$ cat src/rtl/semaforo_pkg.sv
// Shared types and default timing for the round-robin traffic-light controller.
package semaforo_pkg;

    typedef enum logic [1:0] {
        ROJO_TODO = 2'd0,
        VERDE     = 2'd1,
        AMBAR     = 2'd2,
        PARPADEO  = 2'd3
    } state_t;

    localparam int unsigned N_WAYS_DEF      = 2;
    localparam int unsigned T_VERDE_DEF     = 8;
    localparam int unsigned T_VERDE_MIN_DEF = 3;
    localparam int unsigned T_AMBAR_DEF     = 3;
    localparam int unsigned T_ROJO_DEF      = 1;
    localparam int unsigned T_PARP_DEF      = 2;

    function automatic int unsigned max2(input int unsigned x, input int unsigned y);
        return (x > y) ? x : y;
    endfunction

    // Bits needed to count 0..maxv-1.
    function automatic int unsigned cnt_width(input int unsigned maxv);
        return (maxv > 1) ? $clog2(maxv) : 1;
    endfunction

endpackage

$ cat src/rtl/semaforo_if.sv
// Control inputs and lamp outputs of the traffic-light controller.
interface semaforo_if #(
    parameter int unsigned N_WAYS = 2
);
    localparam int unsigned FW = (N_WAYS > 1) ? $clog2(N_WAYS) : 1;

    logic              en;
    logic              t;
    logic [N_WAYS-1:0] ped_req;
    logic [N_WAYS-1:0] v;
    logic [N_WAYS-1:0] a;
    logic [N_WAYS-1:0] r;
    logic              b;
    logic [FW-1:0]     fase;

    modport master (output en, t, ped_req, input v, a, r, b, fase);
    modport slave  (input en, t, ped_req, output v, a, r, b, fase);
endinterface

$ cat src/rtl/semaforo_timer.sv
// Tick counter with clear (priority) and terminal-count compare.
module semaforo_timer #(
    parameter int unsigned CW = 4
) (
    input  logic          clk,
    input  logic          rst,
    input  logic          clr,
    input  logic          inc,
    input  logic [CW-1:0] term,
    output logic [CW-1:0] cnt,
    output logic          done_c
);

    // Count ticks; clear wins over increment.
    always_ff @(posedge clk) begin
        if (!rst) begin
            cnt <= '0;
        end else if (clr) begin
            cnt <= '0;
        end else if (inc) begin
            cnt <= cnt + CW'(1);
        end
    end

    assign done_c = (cnt == term);

endmodule

$ cat src/rtl/semaforo_param.sv
// Round-robin traffic-light controller with request-driven early green cut-off and blink mode.
module semaforo_param
    import semaforo_pkg::*;
#(
    parameter int unsigned N_WAYS      = N_WAYS_DEF,
    parameter int unsigned T_VERDE     = T_VERDE_DEF,
    parameter int unsigned T_VERDE_MIN = T_VERDE_MIN_DEF,
    parameter int unsigned T_AMBAR     = T_AMBAR_DEF,
    parameter int unsigned T_ROJO      = T_ROJO_DEF,
    parameter int unsigned T_PARP      = T_PARP_DEF
) (
    input logic       clk,
    input logic       rst,
    semaforo_if.slave bus
);

    localparam int unsigned FW = (N_WAYS > 1) ? $clog2(N_WAYS) : 1;
    localparam int unsigned CW = cnt_width(max2(max2(T_VERDE, T_AMBAR), max2(T_ROJO, T_PARP)));

    state_t            state, state_nxt;
    logic [FW-1:0]     k, k_nxt;
    logic [N_WAYS-1:0] req, req_nxt;
    logic              blink_a, blink_a_nxt;
    logic [CW-1:0]     cnt;
    logic [CW-1:0]     term;
    logic              done_c;
    logic              clr;
    logic              others_req;
    logic [N_WAYS-1:0] sel;
    logic [N_WAYS-1:0] sel_nxt;

    semaforo_timer #(.CW(CW)) u_timer (
        .clk    (clk),
        .rst    (rst),
        .clr    (clr),
        .inc    (bus.t),
        .term   (term),
        .cnt    (cnt),
        .done_c (done_c)
    );

    assign sel        = N_WAYS'(1) << k;
    assign sel_nxt    = N_WAYS'(1) << k_nxt;
    assign others_req = |(req & ~sel);

    // Terminal count for the current state.
    always_comb begin
        term = CW'(T_ROJO - 1);
        case (state)
            VERDE:    term = CW'(T_VERDE - 1);
            AMBAR:    term = CW'(T_AMBAR - 1);
            PARPADEO: term = CW'(T_PARP - 1);
            default:  term = CW'(T_ROJO - 1);
        endcase
    end

    // Next state, way index, blink phase and timer clear.
    always_comb begin
        state_nxt   = state;
        k_nxt       = k;
        blink_a_nxt = blink_a;
        clr         = 1'b0;
        case (state)
            ROJO_TODO: begin
                if (bus.t && done_c) begin
                    state_nxt = bus.en ? VERDE : PARPADEO;
                    clr       = 1'b1;
                end
            end
            VERDE: begin
                if (bus.t && (done_c || !bus.en ||
                              ((cnt >= CW'(T_VERDE_MIN - 1)) && others_req))) begin
                    state_nxt = AMBAR;
                    clr       = 1'b1;
                end
            end
            AMBAR: begin
                if (bus.t && done_c) begin
                    state_nxt = ROJO_TODO;
                    k_nxt     = (k == FW'(N_WAYS - 1)) ? '0 : k + FW'(1);
                    clr       = 1'b1;
                end
            end
            PARPADEO: begin
                if (bus.en) begin
                    state_nxt   = ROJO_TODO;
                    k_nxt       = '0;
                    blink_a_nxt = 1'b0;
                    clr         = 1'b1;
                end else if (bus.t && done_c) begin
                    blink_a_nxt = ~blink_a;
                    clr         = 1'b1;
                end
            end
            default: begin
                state_nxt = ROJO_TODO;
                clr       = 1'b1;
            end
        endcase
    end

    // Request latch: entering green for a way clears its request, overriding a new one.
    always_comb begin
        req_nxt = req | bus.ped_req;
        if (state == ROJO_TODO && state_nxt == VERDE) begin
            req_nxt = req_nxt & ~sel;
        end
    end

    // State registers and lamps decoded from the next state so they align with it.
    always_ff @(posedge clk) begin
        if (!rst) begin
            state    <= ROJO_TODO;
            k        <= '0;
            req      <= '0;
            blink_a  <= 1'b0;
            bus.v    <= '0;
            bus.a    <= '0;
            bus.r    <= '1;
            bus.b    <= 1'b0;
            bus.fase <= '0;
        end else begin
            state    <= state_nxt;
            k        <= k_nxt;
            req      <= req_nxt;
            blink_a  <= blink_a_nxt;
            bus.v    <= (state_nxt == VERDE) ? sel_nxt : '0;
            bus.a    <= (state_nxt == AMBAR)    ? sel_nxt :
                        (state_nxt == PARPADEO) ? {N_WAYS{blink_a_nxt}} : '0;
            bus.r    <= (state_nxt == PARPADEO)  ? '0 :
                        (state_nxt == ROJO_TODO) ? '1 : ~sel_nxt;
            bus.b    <= (state_nxt == PARPADEO);
            bus.fase <= k_nxt;
        end
    end

endmodule

$ cat src/flat_wrapper.sv
// flat-port wrapper written by rule: the top's interface ports become plain ports
module semaforo_param_flat import semaforo_pkg::*;
#(
    parameter int unsigned N_WAYS      = N_WAYS_DEF,
    parameter int unsigned T_VERDE     = T_VERDE_DEF,
    parameter int unsigned T_VERDE_MIN = T_VERDE_MIN_DEF,
    parameter int unsigned T_AMBAR     = T_AMBAR_DEF,
    parameter int unsigned T_ROJO      = T_ROJO_DEF,
    parameter int unsigned T_PARP      = T_PARP_DEF
)
  (clk, rst, bus_en, bus_t, bus_ped_req, bus_v, bus_a, bus_r, bus_b, bus_fase);
  semaforo_if #(.N_WAYS(N_WAYS)) bus_i ();
  input logic clk;
  input logic rst;
  input wire logic [$bits(bus_i.en)-1:0] bus_en;
  input wire logic [$bits(bus_i.t)-1:0] bus_t;
  input wire logic [$bits(bus_i.ped_req)-1:0] bus_ped_req;
  output wire logic [$bits(bus_i.v)-1:0] bus_v;
  output wire logic [$bits(bus_i.a)-1:0] bus_a;
  output wire logic [$bits(bus_i.r)-1:0] bus_r;
  output wire logic [$bits(bus_i.b)-1:0] bus_b;
  output wire logic [$bits(bus_i.fase)-1:0] bus_fase;
  assign bus_i.en = bus_en;
  assign bus_i.t = bus_t;
  assign bus_i.ped_req = bus_ped_req;
  assign bus_v = bus_i.v;
  assign bus_a = bus_i.a;
  assign bus_r = bus_i.r;
  assign bus_b = bus_i.b;
  assign bus_fase = bus_i.fase;
  semaforo_param #(.N_WAYS(N_WAYS), .T_VERDE(T_VERDE), .T_VERDE_MIN(T_VERDE_MIN), .T_AMBAR(T_AMBAR), .T_ROJO(T_ROJO), .T_PARP(T_PARP)) u_core (.clk(clk), .rst(rst), .bus(bus_i));
endmodule
$ cat config.mk
export PLATFORM = sky130hd
export DESIGN_NAME = semaforo_param_flat
export DESIGN_NICKNAME = d
export VERILOG_FILES = /design/src/rtl/semaforo_pkg.sv /design/src/rtl/semaforo_if.sv /design/src/rtl/semaforo_timer.sv /design/src/rtl/semaforo_param.sv /design/src/flat_wrapper.sv
export SDC_FILE = /design/constraint.sdc
export NUM_CORES = 1
export LEC_CHECK = 0
export ABC_CLOCK_PERIOD_IN_PS = 2400
export CORE_MARGIN = 2
export CORE_UTILIZATION = 50
export CTS_CLUSTER_SIZE = 12
export DETAILED_ROUTE_END_ITERATION = 10
export PLACE_DENSITY = 0.74
export REMOVE_ABC_BUFFERS = 1
export SLEW_MARGIN = 15
export SYNTH_ARGS = -nofsm -noshare
export SYNTH_HDL_FRONTEND = slang
export SYNTH_SLANG_ARGS = --single-unit
$ cat constraint.sdc
create_clock -name clk -period 2.4 [get_ports clk]
set_input_delay 0.48 -clock clk [delete_from_list [all_inputs] [get_ports clk]]
set_output_delay 0.48 -clock clk [all_outputs]
set_load 0.02 [all_outputs]
# Word-level counts from Yosys, hierarchy flattened
# Cells that the tools add are included.
[totals] reg_bits=16 latchBits=0 mem_bits_rw=0 rom_bits=0 output_inout_bits=8 elab_cells=64 memories=0
[op_classes] addsub=2 n_mul=0 n_div=0 order_cmp=1 n_eq_ne=7 shifts=2 n_mux=23 bitwise=7 reduce_logical=13
[op_table] operator="2-to-1 mux 2 bit" count=10
[op_table] operator="2-to-1 mux 1 bit" count=9
[op_table] operator="one-hot mux 3 bit (3 select lines)" count=1
[op_table] operator="== test 2 bit, second input constant" count=4
[op_table] operator="one-hot mux 2 bit (4 select lines)" count=1
[op_table] operator="OR reduction 2 bit" count=3
[op_table] operator="bitwise AND 2 bit" count=2
[op_table] operator="== test 2 x 1 -> 1 bit, second input constant" count=2
[op_table] operator="logical AND 1 bit" count=4
[op_table] operator="logical NOT 2 bit" count=2
[op_table] operator="inverter 2 bit" count=2
[op_table] operator="left shift 1 x 1 -> 2 bit, first input constant" count=2
[op_table] operator="adder 3 x 1 -> 3 bit, second input constant" count=1
[op_table] operator="== test 3 bit" count=1
[op_table] operator="greater-or-equal comparator 3 x 2 -> 1 bit, second input constant" count=1
[op_table] operator="one-hot mux 1 bit (3 select lines)" count=1
[op_table] operator="logical OR 1 bit" count=2
[op_table] operator="inverter 1 bit" count=2
[op_table] operator="bitwise OR 2 bit" count=1
[op_table] operator="one-hot mux 1 bit (2 select lines)" count=1
[op_table] operator="AND reduction 2 bit" count=1
[op_table] operator="adder 1 bit, second input constant" count=1
[op_table] operator="logical NOT 1 bit" count=1

# Longest topological paths before layout
# Gate-level depths: netlist (run 1).
[depth] depth_word=12 mapped_depth=9 ltp_nobuf=8

# Cells and area by module
# From an unflattened synthesis (run 1), not the netlist that was laid out.
[unflattened] hier_cells=88 area_unflattened_um2=850.8
[modules_own_cells] module="semaforo_param" n_inst=1 cells_per_inst=72 area_per_inst_um2=683.2 seq_area_each_um2=260.2
[modules_own_cells] module="semaforo_timer" n_inst=1 cells_per_inst=16 area_per_inst_um2=167.7 seq_area_each_um2=60.1

# Worst setup path before layout (run 1)
# Ideal clock, no wire load.
[synth_path] path_type="flip-flop to flip-flop" startpoint="register u_core.state[0]" endpoint="register u_core.bus.v[1]" setup_ns=0.062 t_arrival_ns=2.079 t_required_ns=2.338 path_slack_ns=0.259 stages_incl_launch_ff=9 path_buffers=0 period_less_slack_ns=2.141 path_cell_list="dfxtp_1 > inv_1 > ha_1 > xnor2_1 > nand4_2 > a2111o_1 > and3_1 > or3_4 > nor2_2"
[synth_via] elab_chain_cells=10 word_cells_on_any_way=20
[synth_lines] item="start, declared" line="semaforo_param.sv:20" source="state_t state, state_nxt;"
[synth_lines] item="start signal, assigned" line="semaforo_param.sv:123" source="state <= state_nxt;"
[synth_lines] item="== test 2 bit or == test 2 x 1 -> 1 bit (tied branches)" line="semaforo_param.sv:49, semaforo_param.sv:63"
[synth_lines] item="one-hot mux 3 bit (3 select lines)" line="semaforo_param.sv:49" source="case (state)"
[synth_lines] item="== test 3 bit" line="semaforo_timer.sv:25" source="assign done_c = (cnt == term);"
[synth_lines] item="logical OR 1 bit (2 in series)" line="semaforo_param.sv:71" source="if (bus.t && (done_c || !bus.en ||"
[synth_lines] item="logical AND 1 bit" line="semaforo_param.sv:71"
[synth_lines] item="2-to-1 mux 2 bit" line="semaforo_param.sv:71"
[synth_lines] item="one-hot mux 2 bit (4 select lines)" line="semaforo_param.sv:63" source="case (state)"
[synth_lines] item="== test 2 x 1 -> 1 bit" line="semaforo_param.sv:127" source="bus.v <= (state_nxt == VERDE) ? sel_nxt : '0;"
[synth_lines] item="AND reduction 2 bit (no source line)"
[synth_lines] item="end signal, assigned" line="semaforo_param.sv:127"
[synth_lines] item="end, declared" line="semaforo_if.sv:17" source="modport slave (input en, t, ped_req, output v, a, r, b, fase);"
# Parallel ways exist; a longest one is shown, timed or not.
# A chain may end at the register's enable or synchronous reset.

# Worst setup path after layout (run 1)
[layout_path] startpoint="register u_core.state[1]" endpoint="register u_core.bus.v[0]"
# The elaborated chain is that of the path after synthesis.

==> metrics, run 1 <==
run status finished, final reports clean; gr usage total 17.6%; total global routing overflow 0; post-route setup TNS 0 ns; layout cells sized above 1 between 10% and 20%; worst setup slack after layout around 0.15 ns; Root Driver clkbuf_4; period utilization between 90% and 100%; top-area cell type share of the netlist area around two fifths; vias in the first global route slightly above 600; Initial DRC Count 13; # Max-Cap Violations 0; Gate Count Post-Synth 88; Core Util, Final about two thirds; DRT Wirelength around 1400 um; worst path arrival time approximately 2.5 ns; Slew Limit Fails 0; num rows 14; detailed-router iteration count before antenna repair 4; Yosys warnings 0; share of power burned in registers 31.4%; Post-synth ARST share 0%; DP Worst Slack roughly 0.052 ns; Switch Pwr roughly 470 uW; post-layout net count 118; I/O Pins 14; Unique masters post-synth 38; hold_buf cts 0; Longest Clk Path Bufs 2; Starting Density a little over half; RSZ-0062 raised after global routing no; Final ANT Viol Nets 0; pwr dens 1150 mW/mm^2; FMAX ~0.44 GHz; FILL cells approximately 120; met1 Resource Use GR 22.4%; Sw Ratio 40.1%; clk_lat worst skew ~0.28 ns; via count approximately 660; per-cell routed wire length 11.8 um; Post-DP HPWL ~1100 um; Clk network pwr share 15.1%; synthesized area just over 800 sq um; Final Setup Violations 0; crit path kind flip-flop to flip-flop; pin count of the biggest net entering global routing 10; syn avg cell area a little over 9 sq um; Rel. slew slack 74.5%; final non-filler cell area 0.00101 sq mm; first-pass GRT wire length 2550 um; Seq cells post-synth 16; top cell type by total area after synthesis dfxtp_1; Crit path required time 2.63 ns; Worst Skew 0.00253 ns; met2 Resource Use GR slightly below 30%; Combinational Power Share a little over half; gpl congestion slightly below 0.9; P_int roughly 700 uW; drc violations 0; Num CTS Buffers 3; Die Footprint between 0.0015 and 0.002 sq mm; Area Overhead vs Synth 24.2%; Peak VDD IR between 0.8 and 0.9 mV; Max Fanout on Critical Path 8; core area ~0.0015 sq mm; top post-synthesis cells by area dfxtp_1 39%, ha_1 7.7%, xnor2_1 5.4%; crit end category flip-flop; static leakage 0.415 nW; DR vias/cell ~5.4; Hold Violations, Final 0; HP Class flip-flop to flip-flop; initial antenna violation count 0; Worst-path clk slew roughly 0.090 ns; H-tree lvl count 1; post-route minimum period 2.25 ns; Die Ht around 44 um; commonest non-fill, non-tap cell in the layout dfxtp_1; Post-synth EDFFs 0; met3 global-route usage between 6 and 7%; I/O Buffers 13; CTS Sinks 16; Synth Flop Type dfxtp_1; CTS tree yes; startpoint types flip-flop; Worst Tran Pin Value about 0.38 ns; Ant. Diodes 0; gr busiest metal met2; commonest non-fill, non-tap cells in the layout 16 x dfxtp_1, 13 x clkdlybuf4s50_1, 8 x nor2_1, 7 x inv_1; Die Wd roughly 44 um; DP Area roughly 980 sq um; sequential fraction of the synthesis area 39.3%
## worst paths after layout
kind	startpoint	to	slack (ns)	depth (start not counted)
setup reg to reg	u_core.state[1]	u_core.bus.v[0]	0.15	9
hold / removal	u_core.u_timer.cnt[1]	u_core.u_timer.cnt[1]	0.57	2
hold reg to reg	u_core.u_timer.cnt[1]	u_core.u_timer.cnt[1]	0.57	2
setup / recovery	u_core.state[1]	u_core.bus.v[0]	0.15	9
## cell families (layout without fill, tap and decap cells)
| family | after synthesis | count (layout) | synth area share, % |
|---|---|---|---|
| buffers and inverters | 10 | 28 | 5.67 |
| AOI/OAI and AO/OA | 22 | 22 | 19.5 |
| xor gates and xnor gates | 6 | 6 | 6.44 |
| muxes | 3 | 3 | 3.68 |
| and+or+nand+nor | 26 | 26 | 17.8 |
| adders and majority gates | 5 | 5 | 7.67 |
| DFF | 16 | 16 | 39.3 |
## flip-flops by register name, indices dropped and copies added (netlist names)
| name | count |
|---|---|
| u_core.bus.a | 2 |
| u_core.state | 2 |
| u_core.u_timer.cnt | 3 |
| u_core.bus.b | 1 |
| u_core.bus.r | 2 |
| u_core.bus.fase | 1 |
| u_core.req | 2 |
| u_core.blink_a | 1 |
| u_core.bus.v | 2 |
## synthesized netlist by cell type (2+ instances only)
cell,n
nor2_2,2
nor2b_1,2
nand3_1,3
inv_1,7
nand2_1,4
ha_1,5
o21ai_0,3
dfxtp_1,16
mux2i_1,3
a21oi_1,4
xnor2_1,5
nor2_1,8
## power groups by stage
stage	clock network, mW	logic (mW)	registers (mW)
finish	0.176	0.623	0.366
global route	0.193	0.682	0.373
CTS	0.182	0.618	0.366
detailed placement	0	0.615	0.373
global placement	0	0.604	0.371
floorplan	0	0.410	0.406
## critical path, cell delays in order (launching register included)
cell and delay [ns]:
dfxtp_1 0.37, inv_1 0.10, ha_1 0.29, xnor2_1 0.14, nand4_2 0.13, buf_4 0.18, nand3_1 0.10, a221o_2 0.45
or3_4 0.36, nor2_2 0.08
## stage by stage
stage                     hold WS (ns)  power [mW]  instances
after floorplan                  0.503       0.816         85
after global placement           0.522       0.974        118
after detailed placement         0.537       0.988        118
final                            0.571        1.17        122
after CTS                        0.569        1.17        122
after global routing             0.598        1.25        122
## timing repair
item	in CTS	in global routing
endpoints found under the setup margin	0	1
resized for setup	0	1
setup buffers	0	0
## per-layer routing
| metal | routed length, um | vias up |
|---|---|---|
| met4 | 0 | 0 |
| li1 | - | 347 |
| met2 | 658 | 16 |
| met1 | 720 | 301 |
| met5 | 0 | - |
| met3 | 64 | 0 |
## layout make-up
type                    count  area, sq um  share of cell area [%]
flip-flops and latches     16          320                    31.6
repair buffers             17          160                    15.8
inverters                   7         26.3                    2.59
clock buffers               4         36.3                    3.58
well taps                  16         20.0                    1.98
multi-input cells          62          450                    44.4
No activity file was read; power rests on OpenSTA's default activity.
==> run 2: changes to the inputs <==
TNS_END_PERCENT = 1   (was default)
==> results of run 2 <==
The final DEF is identical to that of run 1; final timing and power are the same.
